===== src/rtl/ram_search_p.sv =====
// ram_search_p: append-only table with sequential linear key search.
//   Entries are appended one per add. A start scans from entry 0, one
//   entry per cycle, and reports hit/miss plus the matching index. next
//   resumes a scan after the current hit.
//   Optional macro RAM_SEARCH_MASK_EN adds a compare mask, captured on start.
// Ports:
//   clk       clock, all state updates on rising edge
//   reset_n   synchronous active-low reset
//   clear     empty the table and abort any scan
//   add       append x at entry count (only while rdy)
//   start     begin a search for key x from entry 0 (restarts a running scan)
//   next      resume the search after the current hit (DONE with found only)
//   x         append data / search key
//   mask      (RAM_SEARCH_MASK_EN only) compare mask, 1 = bit participates
//   rdy       high when not scanning; found/index are valid while high
//   found     last completed search hit
//   index     entry of the hit; holds its last value otherwise
//   count     number of valid entries (0..DEPTH)
//   full      count == DEPTH
//   empty     count == 0
//   overflow  sticky, set by an add attempted while full
module ram_search_p #(
  parameter  int unsigned DATA_W = 8,
  parameter  int unsigned DEPTH  = 16,
  localparam int unsigned ADDR_W = $clog2(DEPTH)
) (
  input  logic              clk,
  input  logic              reset_n,
  input  logic              clear,
  input  logic              add,
  input  logic              start,
  input  logic              next,
  input  logic [DATA_W-1:0] x,
`ifdef RAM_SEARCH_MASK_EN
  input  logic [DATA_W-1:0] mask,
`endif
  output logic              rdy,
  output logic              found,
  output logic [ADDR_W-1:0] index,
  output logic [ADDR_W:0]   count,
  output logic              full,
  output logic              empty,
  output logic              overflow
);

  typedef enum logic [1:0] {
    S_IDLE = 2'd0,
    S_SCAN = 2'd1,
    S_DONE = 2'd2
  } state_t;

  state_t            r_state, w_state_nxt;
  logic [DATA_W-1:0] r_mem [DEPTH];
  logic [DATA_W-1:0] r_key, w_key_nxt;
  logic [ADDR_W-1:0] r_ptr, w_ptr_nxt;
  logic [ADDR_W-1:0] r_index, w_index_nxt;
  logic [ADDR_W:0]   r_count, w_count_nxt;
  logic              r_found, w_found_nxt;
  logic              r_overflow, w_overflow_nxt;
  logic              r_rdy;
  logic              w_we;
  logic              w_match;
  logic              w_full;
  logic [ADDR_W-1:0] w_last_idx;

`ifdef RAM_SEARCH_MASK_EN
  logic [DATA_W-1:0] r_key_mask, w_key_mask_nxt;
  assign w_match = ((r_mem[r_ptr] ^ r_key) & r_key_mask) == '0;
`else
  assign w_match = (r_mem[r_ptr] == r_key);
`endif

  // Highest valid entry; only used while count > 0.
  assign w_last_idx = ADDR_W'(r_count - (ADDR_W+1)'(1));
  assign w_full     = (r_count == (ADDR_W+1)'(DEPTH));

  // Next-state and datapath; priority clear > start > scan/next > add.
  always_comb begin
    w_state_nxt    = r_state;
    w_key_nxt      = r_key;
    w_ptr_nxt      = r_ptr;
    w_index_nxt    = r_index;
    w_count_nxt    = r_count;
    w_found_nxt    = r_found;
    w_overflow_nxt = r_overflow;
    w_we           = 1'b0;
`ifdef RAM_SEARCH_MASK_EN
    w_key_mask_nxt = r_key_mask;
`endif
    if (clear) begin
      w_count_nxt    = '0;
      w_overflow_nxt = 1'b0;
      w_found_nxt    = 1'b0;
      w_state_nxt    = S_IDLE;
    end else if (start) begin
      w_key_nxt   = x;
`ifdef RAM_SEARCH_MASK_EN
      w_key_mask_nxt = mask;
`endif
      w_ptr_nxt   = '0;
      w_found_nxt = 1'b0;
      w_state_nxt = (r_count == '0) ? S_DONE : S_SCAN;
    end else if (r_state == S_SCAN) begin
      // add and next are ignored while scanning
      if (w_match) begin
        w_found_nxt = 1'b1;
        w_index_nxt = r_ptr;
        w_state_nxt = S_DONE;
      end else if (r_ptr == w_last_idx) begin
        w_found_nxt = 1'b0;
        w_state_nxt = S_DONE;
      end else begin
        w_ptr_nxt = r_ptr + ADDR_W'(1);
      end
    end else if (next && (r_state == S_DONE) && r_found) begin
      w_found_nxt = 1'b0;
      if (r_index != w_last_idx) begin
        w_ptr_nxt   = r_index + ADDR_W'(1);
        w_state_nxt = S_SCAN;
      end
    end else if (add) begin
      if (w_full) begin
        w_overflow_nxt = 1'b1;
      end else begin
        w_we        = 1'b1;
        w_count_nxt = r_count + (ADDR_W+1)'(1);
      end
    end
  end

  // State and control registers.
  always_ff @(posedge clk) begin
    if (!reset_n) begin
      r_state    <= S_IDLE;
      r_key      <= '0;
      r_ptr      <= '0;
      r_index    <= '0;
      r_count    <= '0;
      r_found    <= 1'b0;
      r_overflow <= 1'b0;
      r_rdy      <= 1'b1;
`ifdef RAM_SEARCH_MASK_EN
      r_key_mask <= '0;
`endif
    end else begin
      r_state    <= w_state_nxt;
      r_key      <= w_key_nxt;
      r_ptr      <= w_ptr_nxt;
      r_index    <= w_index_nxt;
      r_count    <= w_count_nxt;
      r_found    <= w_found_nxt;
      r_overflow <= w_overflow_nxt;
      r_rdy      <= (w_state_nxt != S_SCAN);
`ifdef RAM_SEARCH_MASK_EN
      r_key_mask <= w_key_mask_nxt;
`endif
    end
  end

  // Table storage is not reset; count alone defines validity.
  always_ff @(posedge clk) begin
    if (w_we) begin
      r_mem[r_count[ADDR_W-1:0]] <= x;
    end
  end

  assign rdy      = r_rdy;
  assign found    = r_found;
  assign index    = r_index;
  assign count    = r_count;
  assign full     = w_full;
  assign empty    = (r_count == '0);
  assign overflow = r_overflow;

endmodule


===== config.mk =====
export PLATFORM = sky130hd
export DESIGN_NAME = ram_search_p
export DESIGN_NICKNAME = d
export VERILOG_FILES = /design/src/rtl/ram_search_p.sv
export SDC_FILE = /design/constraint.sdc
export NUM_CORES = 1
export LEC_CHECK = 0
export ABC_AREA = 0
export CELL_PAD_IN_SITES_DETAIL_PLACEMENT = 1
export CELL_PAD_IN_SITES_GLOBAL_PLACEMENT = 2
export CORE_MARGIN = 3
export CORE_UTILIZATION = 48
export CTS_CLUSTER_SIZE = 28
export DETAILED_ROUTE_END_ITERATION = 8
export PLACE_DENSITY = 0.88
export RECOVER_POWER = 100
export SYNTH_ARGS = -nofsm -noshare
export SYNTH_HDL_FRONTEND = slang
export SYNTH_SLANG_ARGS = --single-unit

===== constraint.sdc =====
create_clock -name clk -period 4.4 [get_ports clk]
set_clock_uncertainty 0.05 [all_clocks]
set_input_delay 0.66 -clock clk [delete_from_list [all_inputs] [get_ports clk]]
set_output_delay 0.66 -clock clk [all_outputs]
set_load 0.1 [all_outputs]

==> reports/results.txt, run 1 <==
PortBufs = 27
DRT Pass-1 Iters = 5
fin crit share = 84.7%
Netlist Area Pre-Place = 0.00682 mm²
Syn Nets = 466
f_max = 268 MHz
global-route wire length before repair = 26000 µm
Critical Path Sink Type = flip-flop
Final Max Tran Viols = 0
die area = 0.0157 mm²
area of the multi-input gates = 0.00224 mm²
r2r setup slk = 0.82 ns
core area = 0.0136 mm²
clk_lat worst skew = 0.43 ns
Final Cell Area = 0.00787 mm²
share of the synthesized area in the top cell type = 56.3%
H-Tree Depth = 4
hold endpoint = overflow
RSZ-0062 raised after global routing = false
overall power = 3.26 mW
max incr delay on CP = 0.64 ns
syn avg cell area = 15.3 µm²
TritonCTS Buffers = 17
Die W = 125 µm
placed cell area = 0.00732 mm²
gr ovfl total = 0
EDFF count, synth = 128
Clock Path Buffers = 2
Yosys top cell by area = edfxtp_1
Post CTS Setup Buffer Count = 0
WHS = 0.422 ns
most frequent cells in the layout = edfxtp_1, mux2i_1, nand2_1
Hold WC Path Type = flip-flop to flip-flop
vias post-DR = 3926
CP max-delay cell = nor4bb_1
Pleak = 2.58 nW
initial antenna violation count = 0
antenna cell count = 0
via-per-instance ratio = 5.82
arrival time worst endpoint = 3.74 ns
Slew @ Worst Pin = 0.998 ns
number of placed cells counting well taps = 642
Initial Util = 50.3%
clk sinks = 158
filler cell count = 1288
Main synth FF type = edfxtp_1
DRC = 0
leading cell type in the layout, fill and taps excluded = edfxtp_1
Root Driver = clkbuf_16
maximum VDD drop = 0.276 mV
Critical Path RT = 4.41 ns
post-layout utilization of the core = 58.1%
# IOs = 28
setup TNS = 0 ns
post-CTS sizing = 0
final std cells w/o fill = 674
Post-DP HPWL = 11300 µm
Cells after Synth = 446
Place WS = 0.548 ns
number of global-route vias before repair = 4130
asr flop ratio synth = 0%
status = complete, no violations
clk slew on worst S/H paths = 0.06 ns
Reg2Reg Depth = 8
Netlist cell types = 52
startpoint types = primary input
CTS Hold Buffers Added = 0
initial DRC count = 433
largest net degree at the start of global routing = 20
GR Util All Layers = 22.7%
layout cells sized above 1 = 13.9%
setup ws final = 0.674 ns
Final #Nets = 505
Avg WL per Cell = 25.2 µm
CP Class = primary input to flip-flop
register area share after synthesis = 65.1%
# Max-Cap Violations = 0
top post-synthesis cells by area = edfxtp_1, dfxtp_1, mux2i_1
Placer Congestion = 0.825
Hold Crit Depth = 2
row cnt = 42
Routed Antenna Nets = 0
Max-slew headroom = 33.3%
cells along the critical path = dlygate4sd3_1 > clkbuf_1 > nor4bb_1 > nor2b_1 > nor2b_1 > nand2_1 > nor3_1 > clkbuf_1
Ys Warns = 0
Fin. Hold Viols = 0
Area Overhead vs Synth = 15.3%
top fanout value on the critical path = 12
Final setup violation count = 0
Pwr per Cell Area = 414 mW/mm²
Synth Register Bits = 158
post-layout min period = 3.73 ns
die height = 125 µm
hold path start = overflow
Sequential cell area = 0.00445 mm²
total wire length = 17000 µm
CTS tree = built
kinds of logic after synthesis:
family / after synthesis / synth area share, %
and+or+nand+nor: 114 / 9.00
DFF: 158 / 65.1
buffers and inverters: 29 / 2.02
AOI/OAI and AO/OA: 36 / 4.00
adders and majority gates: 6 / 1.10
xor gates and xnor gates: 25 / 3.61
muxes: 78 / 15.1
critical path: cells and delay by family:
family	cells	cell delay (ns)
buffers and inverters	3	1.25
and+or+nand+nor	5	1.82
worst max path at each step:
stage,startpoint,end,slack (ns),depth (start not counted)
after detailed placement,start,r_mem[15][2],0.55,7
after global placement,start,r_mem[13][4],0.71,7
after CTS,flip-flop,flip-flop,0.87,8
after global routing,flip-flop,index[1],0.45,8
after floorplan,count[0],r_mem[0][0],0.39,8
final,start,r_mem[1][4],0.67,8
synth_stat cells (all sizes together), types with 4 or more instances:
library cell	count
edfxtp	128
mux2i	56
dfxtp	30
nand2	29
nor2	26
mux4	20
nor2b	17
xnor2	13
a22oi	12
buf	12
clkbuf	11
nor3	10
xor2	10
a21oi	7
ha	6
inv	6
nand3b	4
power breakdown:
group	switching, mW	internal [mW]	leakage (nW)
logic	0.0876	0.0488	0.895
registers	0.0112	1.62	1.40
clock network	0.598	0.893	0.292
total	0.696	2.56	2.58
sequential cells by signal, summed over array words and instances (netlist names), named ones only:
register and count:
r_ptr 4, rdy 1, r_key 8, overflow 1
r_state 2, found 1, index 4, r_mem 128
count 5
routing by layer:
metal  vias to the layer above  track usage [%]  share of wire, %  routed length [µm]
met1                      2029             31.2                44                7500
met5                         -                0                 0                   0
met2                       112             36.4                49                8380
met3                        18             5.54               5.0                 855
met4                         0             6.44               1.6                 264
li1                       1767                -                 -                   -
layout make-up:
type                       instances  share of cell area [%]
sequential                       158                    56.5
tap                              176                    2.80
timing repair buffer              43                    4.43
clock buffer                      18                    5.45
clock inverter                    14                    2.13
multi-input combinational        259                    28.4
inverter                           6                   0.286
Power figures use the tool's default switching activity.
==> inputs of run 2 (changes only) <==
- CORE_UTILIZATION: 48 -> 45
- PLACE_DENSITY: 0.88 -> 0.84
- clock period: 4.4 -> 3.7 ns (I/O delays scaled with it)
==> run 2 against run 1 <==
Against the previous run:
- critical path depth unchanged
- non-clock buffer count up 8
- first-iteration DRC count shrank 37%
- sequential power grew 19%
- flip-flop and latch count did not move
- die area grew 6.3%
- register-to-register slack got worse by 0.41 ns
- worst hold slack improved by 0.013 ns
- clock power increased by 7%
- combinational power increased by 16%
- sequential share of layout area grew 0.13 points
- setup slack lost 0.26 ns
- critical path type is now flip-flop to flip-flop
- largest power group unchanged
==> reports/results.txt, run 2 (synthesis results as in run 1) <==
startpoint types = flip-flop (was primary input)
Critical path buffers and inverters = 1 (was 3)
Fin. Hold Viols = 0 (unchanged)
Critical Path Sink Type = flip-flop (unchanged)
antenna cell count = 0 (unchanged)
Placer Congestion = 0.774 (was 0.825)
initial antenna violation count = 0 (unchanged)
Root Driver = clkbuf_16 (unchanged)
Final Max Tran Viols = 0 (unchanged)
hold endpoint = overflow (unchanged)
post-layout min period = 3.29 ns
PortBufs = 27 (unchanged)
layout cells sized above 1 = 13.4% (was 13.9%)
H-Tree Depth = 4 (unchanged)
CP Class = flip-flop to flip-flop (was primary input to flip-flop)
TritonCTS Buffers = 17 (unchanged)
largest net degree at the start of global routing = 35 (was 20)
Hold Crit Depth = 2 (unchanged)
cells along the critical path = buf_4 > mux4_2 > mux2i_1 > xnor2_1 > a21oi_1 > a31oi_1 > o21bai_1 > o31a_1 (was dlygate4sd3_1 > clkbuf_1 > nor4bb_1 > nor2b_1 > nor2b_1 > nand2_1 > nor3_1 > clkbuf_1)
most frequent cells in the layout = edfxtp_1, mux2i_1, nand2_1 (unchanged)
Critical Path RT = 3.97 ns (was 4.41 ns)
hold path start = overflow (unchanged)
# IOs = 28 (unchanged)
Max-slew headroom = 22.3% (was 33.3%)
status = complete, no violations (unchanged)
CTS tree = built (unchanged)
Final #Nets = 513 (was 505)
core area = 0.0147 mm² (was 0.0136 mm²)
Initial Util = 46.4% (was 50.3%)
Final setup violation count = 0 (unchanged)
max incr delay on CP = 0.68 ns (was 0.64 ns)
Post-DP HPWL = 11200 µm (was 11300 µm)
setup TNS = 0 ns (unchanged)
placed cell area = 0.00741 mm² (was 0.00732 mm²)
die height = 129 µm (was 125 µm)
number of global-route vias before repair = 4214 (was 4130)
cell family with most CP delay = compound AO/OA/AOI/OAI gates (was simple AND/OR/NAND/NOR gates)
clk_lat worst skew = 0.44 ns (was 0.43 ns)
DRT Pass-1 Iters = 5 (unchanged)
Clock Path Buffers = 2 (unchanged)
GR Util All Layers = 22.2% (was 22.7%)
Post CTS Setup Buffer Count = 0 (unchanged)
maximum VDD drop = 0.335 mV (was 0.276 mV)
post-CTS sizing = 0 (unchanged)
WHS = 0.435 ns (was 0.422 ns)
r2r setup slk = 0.41 ns (was 0.82 ns)
Area Overhead vs Synth = 15.1% (was 15.3%)
initial DRC count = 274 (was 433)
RSZ-0062 raised after global routing = false (unchanged)
f_max = 304 MHz
via-per-instance ratio = 5.83 (was 5.82)
Pwr per Cell Area = 470 mW/mm² (was 414 mW/mm²)
global-route wire length before repair = 26600 µm (was 26000 µm)
die area = 0.0167 mm² (was 0.0157 mm²)
max reg flops = 128 (unchanged)
row cnt = 44 (was 42)
CTS Hold Buffers Added = 0 (unchanged)
Slew @ Worst Pin = 1.17 ns (was 0.998 ns)
clk sinks = 158 (unchanged)
Avg WL per Cell = 25.0 µm (was 25.2 µm)
vias post-DR = 4024 (was 3926)
filler cell count = 1400 (was 1288)
clk slew on worst S/H paths = 0.06 ns (about the same)
# Max-Cap Violations = 0 (unchanged)
total wire length = 17300 µm (was 17000 µm)
Pleak = 2.54 nW (was 2.58 nW)
DRC = 0 (unchanged)
Reg2Reg Depth = 8 (unchanged)
top fanout value on the critical path = 14 (was 12)
gr ovfl total = 0 (unchanged)
Hold WC Path Type = flip-flop to flip-flop (unchanged)
Routed Antenna Nets = 0 (unchanged)
CP max-delay cell = dfxtp_1 (was nor4bb_1)
RR Endpoint = rdy
leading cell type in the layout, fill and taps excluded = edfxtp_1 (unchanged)
fin crit share = 88.8%
arrival time worst endpoint = 3.55 ns (was 3.74 ns)
Die W = 129 µm (was 125 µm)
Final Cell Area = 0.00786 mm² (was 0.00787 mm²)
[run 2: routing by layer]
metal / global-route usage [%] / up-vias / part of all wire (%)
li1: - / 1787 / -
met1: 30.4 / 2078 / 44
met2: 34.9 / 136 / 49
met3: 5.94 / 23 / 5.6
met4: 7.35 / 0 / 2.2
met5: 0 / - / 0
[run 2: report_power, final]
| part | switching, mW | internal, mW |
|---|---|---|
| Clock | 0.710 | 0.883 |
| Combinational | 0.0993 | 0.0584 |
| Sequential | 0.0137 | 1.93 |
| Total | 0.823 | 2.87 |
[run 2: worst max-delay path by stage]
| stage | start | endpoint | slack [ns] | cells after the start |
|---|---|---|---|---|
| 2_1_floorplan | count[0] | r_mem[0][0] | 0.01 | 8 |
| 3_3_place_gp | flip-flop | index[1] | 0.58 | 8 |
| 3_5_place_dp | flip-flop | rdy | 0.52 | 8 |
| 4_1_cts | flip-flop | r_ptr[1] | 0.44 | 8 |
| 5_1_grt | next | r_mem[4][7] | 0.21 | 9 |
| 6_report | flip-flop | rdy | 0.41 | 8 |
[run 2: layout make-up]
cell class / count / area [µm²] / share of cell area [%]
Sequential cell: 158 / 4450 / 56.6
Timing Repair Buffer: 51 / 385 / 4.90
Multi-Input combinational cell: 259 / 2240 / 28.5
Tap cell: 184 / 230 / 2.93
Clock buffer: 21 / 460 / 5.86
Inverter: 6 / 22.5 / 0.287
Clock inverter: 11 / 67.6 / 0.860
[run 2: worst min-delay path: stages (launching register included)]
cell     delay [ns]
dfxtp_1        0.33
a21oi_1        0.04
nor2_1         0.07
[run 2: stage by stage]
stage               utilization (%)  total power, mW  cells  setup slack, ns
CTS                            54.0             3.71    690            0.437
global placement               50.4             2.14    658            0.577
global route                   53.5             3.80    690            0.212
floorplan                         -             2.07    446           0.0150
finish                         53.5             3.69    690            0.413
detailed placement             50.4             2.14    658            0.516
